`src/rtl/sync_fifo.sv`:
```
// sync_fifo: single-clock FIFO with a synchronous, registered read port.
// DEPTH entries of WIDTH bits. It has full/empty flags and one-cycle
// overflow/underflow error pulses.
// Optional build macro FIFO_LEVEL_EN adds the level_o occupancy output.
//
// Handshake: a write is accepted on a rising edge when wr_en_i=1 and
// full_o=0. A read is accepted when rd_en_i=1 and empty_o=0. Accepted read
// data appears on rdata_o one cycle later and holds until the next accepted
// read. A request made while the flag blocks it is dropped, and the matching
// *_error_o flag is raised for exactly the following cycle.
module sync_fifo #(
    parameter int DEPTH     = 16,
    parameter int WIDTH     = 8,
    parameter int PTR_WIDTH = 4
) (
    input  logic                 clk_i,
    input  logic                 rst_n_i,
    input  logic                 wr_en_i,
    input  logic [WIDTH-1:0]     wdata_i,
    output logic                 full_o,
    output logic                 wr_error_o,
    input  logic                 rd_en_i,
    output logic [WIDTH-1:0]     rdata_o,
    output logic                 empty_o,
    output logic                 rd_error_o
`ifdef FIFO_LEVEL_EN
    ,
    output logic [PTR_WIDTH:0]   level_o
`endif
);

    localparam logic [PTR_WIDTH:0] PTR_ONE = {{PTR_WIDTH{1'b0}}, 1'b1};

    // Pointers carry one extra wrap bit so that full and empty are distinguishable.
    logic [PTR_WIDTH:0] wr_ptr;
    logic [PTR_WIDTH:0] rd_ptr;
    logic [WIDTH-1:0]   mem [DEPTH];

    logic               wr_accept;
    logic               rd_accept;

    // Flags come from the registered pointers, so each decision uses the state before the edge.
    assign empty_o   = (wr_ptr == rd_ptr);
    assign full_o    = (wr_ptr[PTR_WIDTH] != rd_ptr[PTR_WIDTH]) &&
                       (wr_ptr[PTR_WIDTH-1:0] == rd_ptr[PTR_WIDTH-1:0]);
    assign wr_accept = wr_en_i && !full_o;
    assign rd_accept = rd_en_i && !empty_o;

`ifdef FIFO_LEVEL_EN
    // Occupancy: the modulo difference of the wrap-extended pointers, range 0..DEPTH.
    assign level_o = wr_ptr - rd_ptr;
`endif

    // Storage write; the array is deliberately left out of reset.
    always_ff @(posedge clk_i) begin
        if (wr_accept) begin
            mem[wr_ptr[PTR_WIDTH-1:0]] <= wdata_i;
        end
    end

    // Write pointer advance and the one-cycle overflow pulse.
    always_ff @(posedge clk_i or negedge rst_n_i) begin
        if (!rst_n_i) begin
            wr_ptr     <= '0;
            wr_error_o <= 1'b0;
        end else begin
            wr_error_o <= wr_en_i && full_o;
            if (wr_accept) begin
                wr_ptr <= wr_ptr + PTR_ONE;
            end
        end
    end

    // Registered read data, read pointer advance and the one-cycle underflow pulse.
    always_ff @(posedge clk_i or negedge rst_n_i) begin
        if (!rst_n_i) begin
            rd_ptr     <= '0;
            rdata_o    <= '0;
            rd_error_o <= 1'b0;
        end else begin
            rd_error_o <= rd_en_i && empty_o;
            if (rd_accept) begin
                rdata_o <= mem[rd_ptr[PTR_WIDTH-1:0]];
                rd_ptr  <= rd_ptr + PTR_ONE;
            end
        end
    end

endmodule

```
`config.mk`:
```
export PLATFORM = sky130hd
export DESIGN_NAME = sync_fifo
export DESIGN_NICKNAME = d
export VERILOG_FILES = /design/src/rtl/sync_fifo.sv
export SDC_FILE = /design/constraint.sdc
export NUM_CORES = 1
export LEC_CHECK = 0
export CAP_MARGIN = 20
export CORE_AREA = 2 2 93 140
export DETAILED_ROUTE_END_ITERATION = 16
export DIE_AREA = 0 0 95 142
export HOLD_SLACK_MARGIN = 0.03
export MAX_ROUTING_LAYER = met4
export PLACE_DENSITY_LB_ADDON = 0.25
export SLEW_MARGIN = 20
export SYNTH_ARGS = -nofsm -noshare
export SYNTH_HDL_FRONTEND = slang
export SYNTH_SLANG_ARGS = --single-unit
export TNS_END_PERCENT = 100
```
`constraint.sdc`:
```
create_clock -name clk_i -period 2.7 [get_ports clk_i]
set_input_delay 0.405 -clock clk_i [delete_from_list [all_inputs] [get_ports clk_i]]
set_output_delay 0.405 -clock clk_i [all_outputs]
set_load 0.05 [all_outputs]
```
; ---- After elaboration in Yosys (flattened, before gate mapping)
; Memories as Yosys holds them, arrays and structs flattened. A register that Yosys moved wholly into a read port is not among the register bits.
; Index checks and enable logic that the tools add are counted.
; Widths: inputs -> output; s select.
[word_totals]
register_bits = 12
ramBits = 128
wordCells = 20
output_inout_bits = 12
romBits = 0
n_memories = 1
latch_bits = 0
[op_classes]
mux = 2
n_bitwise = 0
reduce_logical = 8
n_shift = 0
multipliers = 0
magnitude_cmp = 0
n_addsub = 2
n_div = 0
n_eq_ne = 3
[mem_list]
columns = name, words, width, rd, rd_clocked_by_memory_dff, write_ports, line
row1 = mem, 16, 8, 1, 1, 1, 37  ; logic [WIDTH-1:0] mem [DEPTH];
[ops]
columns = cell, count
row1 = $add 5x1->5 const B, 2
row2 = $eq 5x5->1, 1
row3 = $logic_and 1x1->1, 5
row4 = $eq 4x4->1, 1
row5 = $logic_not 1->1, 3
row6 = $mux 1, 2
row7 = $ne 1x1->1, 1

; ---- Longest topological paths before layout
; Gate-level depths: netlist of run 1.
[depth]
depth_word = 6
ltp_mapped = 7
ltp_nobuf = 4

; ---- Least setup slack after synthesis of run 1
; No wires, ideal clock.
[synth_path]
kind = flip-flop to output port
start = register rd_ptr[1]
end = output empty_o
path_slack_ps = 588
t_arrival_ps = 1707
required_ps = 2295
path_stages_with_launch = 5
cell_sequence = dfrtp_1 > buf_6 > xnor2_1 > nand4_2 > nor2_1
[synth_via]
elab_chain_len = 1
[synth_rtl]
columns = item, line
row1 = from (decl), 36  ; logic [PTR_WIDTH:0] rd_ptr;
row2 = from (signal assigned), 84  ; rd_ptr <= rd_ptr + PTR_ONE;
row3 = $eq 5x5->1, 43  ; assign empty_o = (wr_ptr == rd_ptr);
row4 = to (decl), 24  ; output logic empty_o,
; No other way between the ends.

; ---- Final worst setup path of run 1
[layout_path]
start = register wr_ptr[3]
end = output empty_o
[layout_via]
elab_chain_len = 1
[layout_rtl]
columns = item, line
row1 = from (decl), 35  ; logic [PTR_WIDTH:0] wr_ptr;
row2 = from (signal assigned), 69  ; wr_ptr <= wr_ptr + PTR_ONE;
row3 = $eq 5x5->1, 43
; No other way between the ends.

==> results.json, run 1 <==
{
  "tritoncts": "yes",
  "ctsResizeCount": 0,
  "yosysWarnings": 0,
  "postCtsSetupBuffers": 0,
  "setup_violations": 0,
  "fp.coreArea_um2": 12300,
  "worstSetupPathType": "flop to output port",
  "cts_htree_levels": 4,
  "numCtsBuffers": 17,
  "critical_path.max_fanout": 8,
  "met1Wirelength_um": 4490,
  "crit_slowest_cell": "dfrtp_1",
  "ir_drop_v": 0.000454,
  "hold_violations": 0,
  "drtPass1Iterations": 4,
  "multi_input_area_um2": 1560,
  "track_usage_pct": 19.8,
  "hp-class": "input port to asynchronous set/reset pin",
  "clkSlewWorstSetupHoldPaths_ns": 0.07,
  "cp_slowest_stage_delay_ns": 0.46,
  "powerDensity_nw_per_um2": 1170,
  "maxSlewHeadroom_pct": 41.4,
  "ys_types": 33,
  "grt_pass1_wl_um": 18000,
  "dr_wl_met3_um": 457,
  "ys_ff_latch": 148,
  "fin_crit_sh_pct": 83.0,
  "row_count": 50,
  "topRoutingLayerUsed": "met4",
  "place_ws_ns": 0.486,
  "drt-total-wl_um": 11800,
  "cp-start-kind": "flop",
  "cp-end-kind": "output port",
  "ys_seq_area_share_pct": 72.3,
  "port_buffers": 23,
  "syn_area_um2": 6010,
  "syn_nets": 324,
  "die_x_um": 95,
  "rr_endpoint": "rdata_o[4]",
  "cts_root_buf": "clkbuf_16",
  "synth_top_family_by_area": "multiplexers",
  "grt_max_degree": 35,
  "antenna_found_initial": 0,
  "cp.arrival_ns": 1.84,
  "grt_pass1_vias": 3106,
  "post_drt_wl_per_cell_um": 22.3,
  "finalMaxSlewViolations": 0,
  "drtIter0Drc": 175,
  "num_io_pins": 24,
  "critical_path_depth": 5,
  "tightest_slew_ns": 0.877,
  "fin_nets": 377,
  "worst_setup_path_endpoint": "empty_o",
  "syn_avg_cell_area_um2": 19.6,
  "reg2reg_slack_ns": 0.53,
  "fillers": 873,
  "overflow": 0,
  "routed-wl-met2_um": 6410,
  "worstPathRequired_ns": 2.30,
  "num_antenna_cells": 0,
  "synth_fa_ha_area_share_pct": 1.04,
  "crit_path_start": "wr_ptr[3]",
  "status": "completed",
  "clockBufferDepth": 2,
  "worst_skew_pair.late_latency_ns": 0.42,
  "hold_buffers": 0,
  "synth_xor_area_share_pct": 2.04,
  "clkSinkCount": 148,
  "critPathBufInv": 2,
  "max_freq_mhz": 446,
  "final.setup.tns_ns": 0,
  "start_util_pct": 48.8,
  "finClkSkew_ns": 0.0236,
  "yosys.area.top_type": "edfxtp_1",
  "r2r_cells": 6,
  "synth.area.mux_share_pct": 15.5,
  "drive_gt1_share_pct": 28.4,
  "dp_hpwl_um": 7590,
  "rsz0062_at_grt": "false",
  "crit_chain": "xnor2_1 > nand4_2 > buf_4 > nor2_1 > buf_12",
  "dieArea_um2": 13500,
  "cp_top_family": "flip-flops",
  "r2r-start": "rd_ptr[2]",
  "p_total_w": 0.00841,
  "synth.area.top_cells": "edfxtp_1 (64%), mux4_2 (9.0%), dfrtp_1 (8.3%)",
  "leakage_nw": 2.59,
  "cap_violations": 0,
  "seq_area_um2": 4350,
  "worst_slack_ns": 0.458,
  "vias": 2971,
  "gp_congestion": 0.815,
  "postRouteAntennaNets": 0,
  "die_h_um": 142,
  "syn_to_final_growth_pct": 20.1,
  "finalCriticalPeriod_ns": 2.24,
  "synth_compound_area_share_pct": 3.45,
  "synth_cells": 307,
  "synth_top_area_share_pct": 63.9,
  "synth-simple-area-share_pct": 3.87,
  "drc": 0,
  "viasPerCell": 5.62
}
==> cells by family after synthesis <==
group,count (synthesis)
AOI/OAI and AO/OA,24
buffers and inverters,20
adders and majority gates,5
and+or+nand+nor,38
DFF,148
xor gates and xnor gates,14
muxes,58
==> stage by stage <==
step / area, µm² / hold slack [ns] / cells / utilization [%]
final: 7220 / 0.485 / 529 / 58.6
after floorplan: 6010 / 0.109 / 307 / -
after CTS: 7220 / 0.519 / 528 / 58.5
after detailed placement: 6570 / 0.504 / 496 / 53.3
after global routing: 7220 / 0.537 / 529 / 58.6
after global placement: 6570 / 0.497 / 496 / 53.3
==> power breakdown <==
| group | switching (W) | total [W] | internal [W] |
|---|---|---|---|
| clock | 0.000960 | 0.00254 | 0.00158 |
| sequential | 0.000212 | 0.00305 | 0.00284 |
| combinational | 0.00147 | 0.00283 | 0.00135 |
==> worst register-to-register path, delay by kind of cell (launching register included) <==
kind | cells | cell delay, ns
buffers and inverters | 2 | 0.77
multiplexers | 2 | 0.58
flip-flops | 1 | 0.36
AO/OA/AOI/OAI | 1 | 0.20
AND/OR/NAND/NOR | 1 | 0.16
==> worst min path at each step <==
stage,to,from,cells after the start
detailed placement,rdata_o[6],rdata_o[6],1
CTS,rdata_o[6],rdata_o[6],1
finish,rd_ptr[3],rst_n_i,2
global placement,rdata_o[6],rdata_o[6],1
floorplan,rd_error_o,rst_n_i,0
global route,rd_ptr[3],rst_n_i,2
==> Yosys cell counts (all sizes together) <==
| master | count |
|---|---|
| nand3 | 1 |
| clkbuf | 5 |
| o211ai | 4 |
| nand2b | 8 |
| xor2 | 2 |
| ha | 5 |
| mux2 | 18 |
| dfrtp | 20 |
| a21oi | 1 |
| inv | 4 |
| nor2 | 4 |
| nand4 | 1 |
| a22o | 8 |
| a211oi | 1 |
| and3 | 15 |
| o2111ai | 1 |
| mux2i | 16 |
| and4 | 1 |
| and2 | 1 |
| xnor2 | 12 |
| buf | 11 |
| a221oi | 8 |
| mux4 | 24 |
| o21ai | 1 |
| nor2b | 5 |
| edfxtp | 128 |
| nor3 | 2 |
==> cell usage in the layout, fill, tap and decap left out, drive strengths merged <==
cell / n
a211oi: 1
a21oi: 1
a221oi: 8
a22o: 8
and2: 1
and3: 15
and4: 1
buf: 29
bufinv: 4
clkbuf: 17
clkdlybuf4s50: 20
clkinv: 2
clkinvlp: 1
dfrtp: 20
dlygate4sd3: 1
edfxtp: 128
ha: 5
inv: 12
mux2: 18
mux2i: 16
mux4: 24
nand2b: 8
nand3: 1
nand4: 1
nor2: 4
nor2b: 5
nor3: 2
o2111ai: 1
o211ai: 4
o21ai: 1
xnor2: 12
xor2: 2
==> flip-flops by register name (all words and copies together), names as in the netlist <==
name,flops
wr_error_o,1
rd_error_o,1
rd_ptr,5
wr_ptr,5
rdata_o,8
mem,128
==> metal layers <==
| metal | vias up | global-route usage (%) |
|---|---|---|
| met2 | 78 | 32.4 |
| met3 | 18 | 4.08 |
| met1 | 1531 | 22.9 |
| met4 | 0 | 10.5 |
| met5 | - | - |
| li1 | 1344 | - |
==> final cells by class <==
| class | instances | share of cell area (%) |
|---|---|---|
| sequential | 148 | 60.2 |
| multi-input combinational | 139 | 21.6 |
| timing repair buffer | 50 | 6.41 |
| clock buffer | 17 | 5.89 |
| clock inverter | 15 | 3.00 |
| tap | 156 | 2.70 |
| inverter | 4 | 0.208 |
(Power assumes the default switching activity.)
==> run 2, diff against run 1 <==
- clock period: 2.7 -> 2.32 ns (I/O delays scaled with it)
==> run 2 against run 1 <==
Effect of this change: power up 15%; combinational power grew 20%; critical endpoint is now rdata_o[2]; utilization down 0.21 points; cell count decreased by 0.38%; design area shrank 0.36%.
==> results.json, run 2 (synthesis results as in run 1) <==
{
  "status": "completed",
  "crit_chain": "buf_12 > mux4_2 > mux2_2 > a22o_1 > mux2_4",
  "dieArea_um2": 13500,
  "port_buffers": 23,
  "powerDensity_nw_per_um2": 1340,
  "vias": 2963,
  "die_h_um": 142,
  "dp_hpwl_um": 7670,
  "post_drt_wl_per_cell_um": 22.9,
  "overflow": 0,
  "max_freq_mhz": 473,
  "cap_violations": 0,
  "cp-start-kind": "flop",
  "track_usage_pct": 20.7,
  "dp_cells": 495,
  "final.setup.tns_ns": 0,
  "critical_path.max_fanout": 19,
  "hold_violations": 0,
  "fp.coreArea_um2": 12300,
  "antenna_found_initial": 0,
  "cp.arrival_ns": 2.41,
  "cp-end-kind": "flop",
  "worstSetupPathType": "flop to flop",
  "clkSlewWorstSetupHoldPaths_ns": 0.06,
  "cp_slowest_stage_delay_ns": 0.54,
  "fillers": 872,
  "finalNonFillerCells": 527,
  "r2r_cells": 5,
  "gp_congestion": 0.835,
  "fin_nets": 375,
  "finalCriticalPeriod_ns": 2.12,
  "rr_endpoint": "rdata_o[2]",
  "drc": 0,
  "postRouteAntennaNets": 0,
  "ctsResizeCount": 0,
  "drtIter0Drc": 222,
  "crit_slowest_cell": "mux4_2",
  "rsz0062_at_grt": "false",
  "start_util_pct": 48.8,
  "drt-total-wl_um": 12100,
  "worst_skew_pair.late_latency_ns": 0.40,
  "largest_reg_flops": 128,
  "cts_htree_levels": 4,
  "worstPathRequired_ns": 2.61,
  "die_x_um": 95,
  "clkSinkCount": 148,
  "r2r-start": "rd_ptr[1]",
  "finClkSkew_ns": 0.00621,
  "leakage_nw": 2.56,
  "tritoncts": "yes",
  "final_common_cell": "edfxtp_1",
  "numCtsBuffers": 17,
  "hp-class": "input port to asynchronous set/reset pin",
  "tightest_slew_ns": 0.780,
  "syn_to_final_growth_pct": 19.7,
  "num_io_pins": 24,
  "ir_drop_v": 0.000522,
  "fin_crit_sh_pct": 91.2,
  "reg2reg_slack_ns": 0.20,
  "row_count": 50,
  "drive_gt1_share_pct": 27.5,
  "hold_buffers": 0,
  "postCtsSetupBuffers": 0,
  "grt_pass1_vias": 3213,
  "setup_violations": 0,
  "viasPerCell": 5.62,
  "finalMaxSlewViolations": 0,
  "clockBufferDepth": 2,
  "num_antenna_cells": 0,
  "drtPass1Iterations": 4,
  "grt_pass1_wl_um": 19000,
  "cts_root_buf": "clkbuf_16",
  "maxSlewHeadroom_pct": 47.9,
  "grt_max_degree": 44,
  "final_cell_mix": "edfxtp_1 (128), mux4_2 (24), buf_4 (22), clkdlybuf4s50_1 (21), dfrtp_1 (18)"
}
==> run 2: changes by cell type in the layout (fill, tap and decap cells not counted), moves of 2 or more <==
| cell | change |
|---|---|
| buf_12 | +2 |
| clkbuf_1 | +2 |
| clkinvlp_4 | +3 |
| inv_8 | -2 |
| buf_4 | -3 |
| inv_6 | -6 |
| clkinv_4 | +2 |
==> run 2: worst max-delay path by stage <==
stage | startpoint | endpoint | cells past startpoint
3_3_place_gp | wr_en_i | mem[7][2] | 4
5_1_grt | rd_ptr[1] | full_o | 5
6_report | rd_ptr[1] | rdata_o[2] | 5
4_1_cts | rd_ptr[1] | rdata_o[0] | 5
3_5_place_dp | wr_en_i | mem[1][2] | 6
2_1_floorplan | rd_ptr[1] | mem[3][0] | 5
==> run 2: metal layers <==
layer / vias to the layer above / track usage [%] / share of wire, %
li1: 1339 / - / -
met1: 1529 / 25.1 / 39
met2: 88 / 34.6 / 54
met3: 7 / 4.08 / 5.4
met4: 0 / 7.02 / 1.5
met5: - / - / 0
==> run 2: power by group <==
| part | internal [W] | switching (W) |
|---|---|---|
| Clock | 0.00172 | 0.00103 |
| Combinational | 0.00162 | 0.00179 |
| Sequential | 0.00331 | 0.000203 |
| Total | 0.00665 | 0.00302 |
==> run 2: area by class of cell <==
cell class,instances,area (µm²),share of cell area (%)
inverter,4,15.0,0.209
multi-input combinational,139,1560,21.7
clock buffer,20,447,6.21
sequential,148,4350,60.4
tap,156,195,2.71
timing repair buffer,48,475,6.61
clock inverter,12,156,2.17
==> run 2: worst max-delay path, delay by kind of cell, from the launching register on <==
kind | cells | cell delay [ns]
compound gates | 1 | 0.23
mux | 3 | 1.11
flops | 1 | 0.43
buf+inv | 1 | 0.22
==> run 2: metrics by stage <==
step,util [%],power [W],area (µm²),worst slack (ns),hold slack (ns)
2_1_floorplan,-,0.00589,6010,0.244,0.0524
3_3_place_gp,53.5,0.00696,6590,0.164,0.496
3_5_place_dp,53.5,0.00702,6590,0.120,0.501
4_1_cts,58.4,0.00977,7190,0.191,0.291
5_1_grt,58.4,0.0101,7190,0.0795,0.295
6_report,58.4,0.00967,7190,0.204,0.300
==> run 3, diff against run 2 <==
- CORE_AREA: 2 2 93 140 -> 2 2 104 126
- DIE_AREA: 0 0 95 142 -> 0 0 106 128
==> run 3 against run 2 <==
Effect of this change: clock skew is essentially flat; setup slack worse by 0.097 ns; maximum frequency is 4.4% lower; global-route usage shrank 1.2 points.
==> results.json, run 3 (synthesis results as in run 1) <==
{
  "cp-end-kind": "flop",
  "numCtsBuffers": 17,
  "clkSinkCount": 148,
  "drt-total-wl_um": 11500,
  "dp_hpwl_um": 7690,
  "powerDensity_nw_per_um2": 1340,
  "overflow": 0,
  "cp-start-kind": "flop",
  "antenna_found_initial": 0,
  "vias": 2905,
  "fin_nets": 372,
  "fp.coreArea_um2": 12400,
  "drive_gt1_share_pct": 26.8,
  "start_util_pct": 48.3,
  "cp_top_family": "multiplexers",
  "die_h_um": 128,
  "num_antenna_cells": 0,
  "r2r_cells": 5,
  "crit_slowest_cell": "dfrtp_2",
  "clockBufferDepth": 2,
  "worstSetupPathType": "flop to flop",
  "fin_crit_sh_pct": 95.4,
  "setup_violations": 0,
  "final_common_cell": "edfxtp_1",
  "p_clk_share_pct": 28.6,
  "final.setup.tns_ns": 0,
  "fin_util_pct": 57.7,
  "r2r-start": "rd_ptr[1]",
  "final_cell_area_um2": 7180,
  "critical_path.max_fanout": 10,
  "finalCriticalPeriod_ns": 2.21,
  "grt_pass1_vias": 3114,
  "drtPass1Iterations": 4,
  "maxSlewHeadroom_pct": 46.7,
  "seq_power_share_pct": 37.3,
  "worst_setup_path_endpoint": "rdata_o[1]",
  "finalMaxSlewViolations": 0,
  "num_io_pins": 24,
  "worst_skew_pair.late_latency_ns": 0.40,
  "tritoncts": "yes",
  "drc": 0,
  "intPower_w": 0.00670,
  "comb_power_share_pct": 34.1,
  "track_usage_pct": 19.4,
  "largest_reg_flops": 128,
  "cts_root_buf": "clkbuf_16",
  "die_x_um": 106,
  "switchingPower_w": 0.00292,
  "rsz0062_at_grt": "false",
  "viasPerCell": 5.49,
  "finClkSkew_ns": 0.00593,
  "cts_htree_levels": 4,
  "port_buffers": 23,
  "cp.arrival_ns": 2.50,
  "leakage_nw": 2.55,
  "place_area_um2": 6570,
  "post_drt_wl_per_cell_um": 21.7,
  "ir_drop_v": 0.000503,
  "drtIter0Drc": 288,
  "status": "completed",
  "tightest_slew_ns": 0.799,
  "crit_path_start": "rd_ptr[1]",
  "p_sw_share_pct": 30.3,
  "worstPathRequired_ns": 2.61,
  "grt_pass1_wl_um": 18400,
  "row_count": 45,
  "rr_endpoint": "rdata_o[1]",
  "grt_max_degree": 44,
  "hold_violations": 0,
  "dieArea_um2": 13600,
  "cp_slowest_stage_delay_ns": 0.53,
  "postRouteAntennaNets": 0,
  "gp_congestion": 0.823,
  "critPathBufInv": 1,
  "final_cell_mix": "edfxtp_1 (128), mux4_2 (24), clkdlybuf4s50_1 (21), buf_4 (20), dfrtp_1 (18)",
  "crit_chain": "buf_4 > mux4_2 > mux2_2 > a22o_1 > mux2_4",
  "cap_violations": 0,
  "max_freq_mhz": 452,
  "fillers": 930,
  "syn_to_final_growth_pct": 19.5,
  "clkSlewWorstSetupHoldPaths_ns": 0.06,
  "critical_path_depth": 5,
  "reg2reg_slack_ns": 0.11,
  "hp-class": "input port to asynchronous set/reset pin"
}
==> run 3: cell types whose count changed in the layout (fill, tap and decap cells not counted), moves of 2 or more <==
cell / delta
buf_4: -2
clkinv_4: -2
xnor2_1: -3
xnor2_2: +3
==> run 3: worst min path at each step <==
stage | end | slack [ns] | depth (start not counted)
after detailed placement | rdata_o[0] | 0.51 | 1
after global routing | rdata_o[4] | 0.32 | 2
final | rdata_o[0] | 0.30 | 2
after floorplan | rd_error_o | 0.05 | 0
after global placement | rdata_o[0] | 0.50 | 1
after CTS | rdata_o[0] | 0.29 | 2
==> run 3: stage by stage <==
stage               power, W  instances  hold slack, ns  worst slack, ns
global route          0.0101        529           0.322           0.0214
CTS                  0.00968        529           0.294           0.0498
detailed placement   0.00689        500           0.505            0.163
floorplan            0.00589        307          0.0524            0.244
finish               0.00962        529           0.303            0.106
global placement     0.00681        500           0.503            0.198
==> run 3: worst register-to-register path: stages, from the launching register on <==
cell     delay [ns]
dfrtp_2        0.53
buf_4          0.25
mux4_2         0.52
mux2_2         0.30
a22o_1         0.24
mux2_4         0.26
==> run 3: power by group through the flow <==
stage	combinational [W]	sequential, W	clock [W]
final	0.00328	0.00359	0.00275
after global routing	0.00355	0.00363	0.00291
after global placement	0.00320	0.00361	0
after CTS	0.00330	0.00358	0.00280
after detailed placement	0.00327	0.00363	0
after floorplan	0.00213	0.00375	0
==> run 3: final cells by class <==
cell class                 count  area (µm²)  area share (%)
sequential                   148        4350            60.5
timing repair buffer          45         440            6.13
tap                          164         205            2.86
inverter                       4        15.0           0.209
clock buffer                  19         433            6.03
clock inverter                10         160            2.23
multi-input combinational    139        1580            22.0
==> run 3: metal layers <==
layer  vias up  GRT usage [%]  share of wire, %  routed length [µm]
met1      1501           25.8                44                5050
met2        71           30.6                52                5960
li1       1331              -                 -                   -
met4         0           5.57              0.43                  49
met3         2           4.42               3.6                 409
met5         -              -                 0                   0
==> run 3: timing repair <==
action / in CTS / in global routing
hold endpoints to repair: 0 / 0
hold buffers: 0 / 0
setup buffers: 0 / 0
gates resized for setup: 0 / 3
setup endpoints to repair: 0 / 2
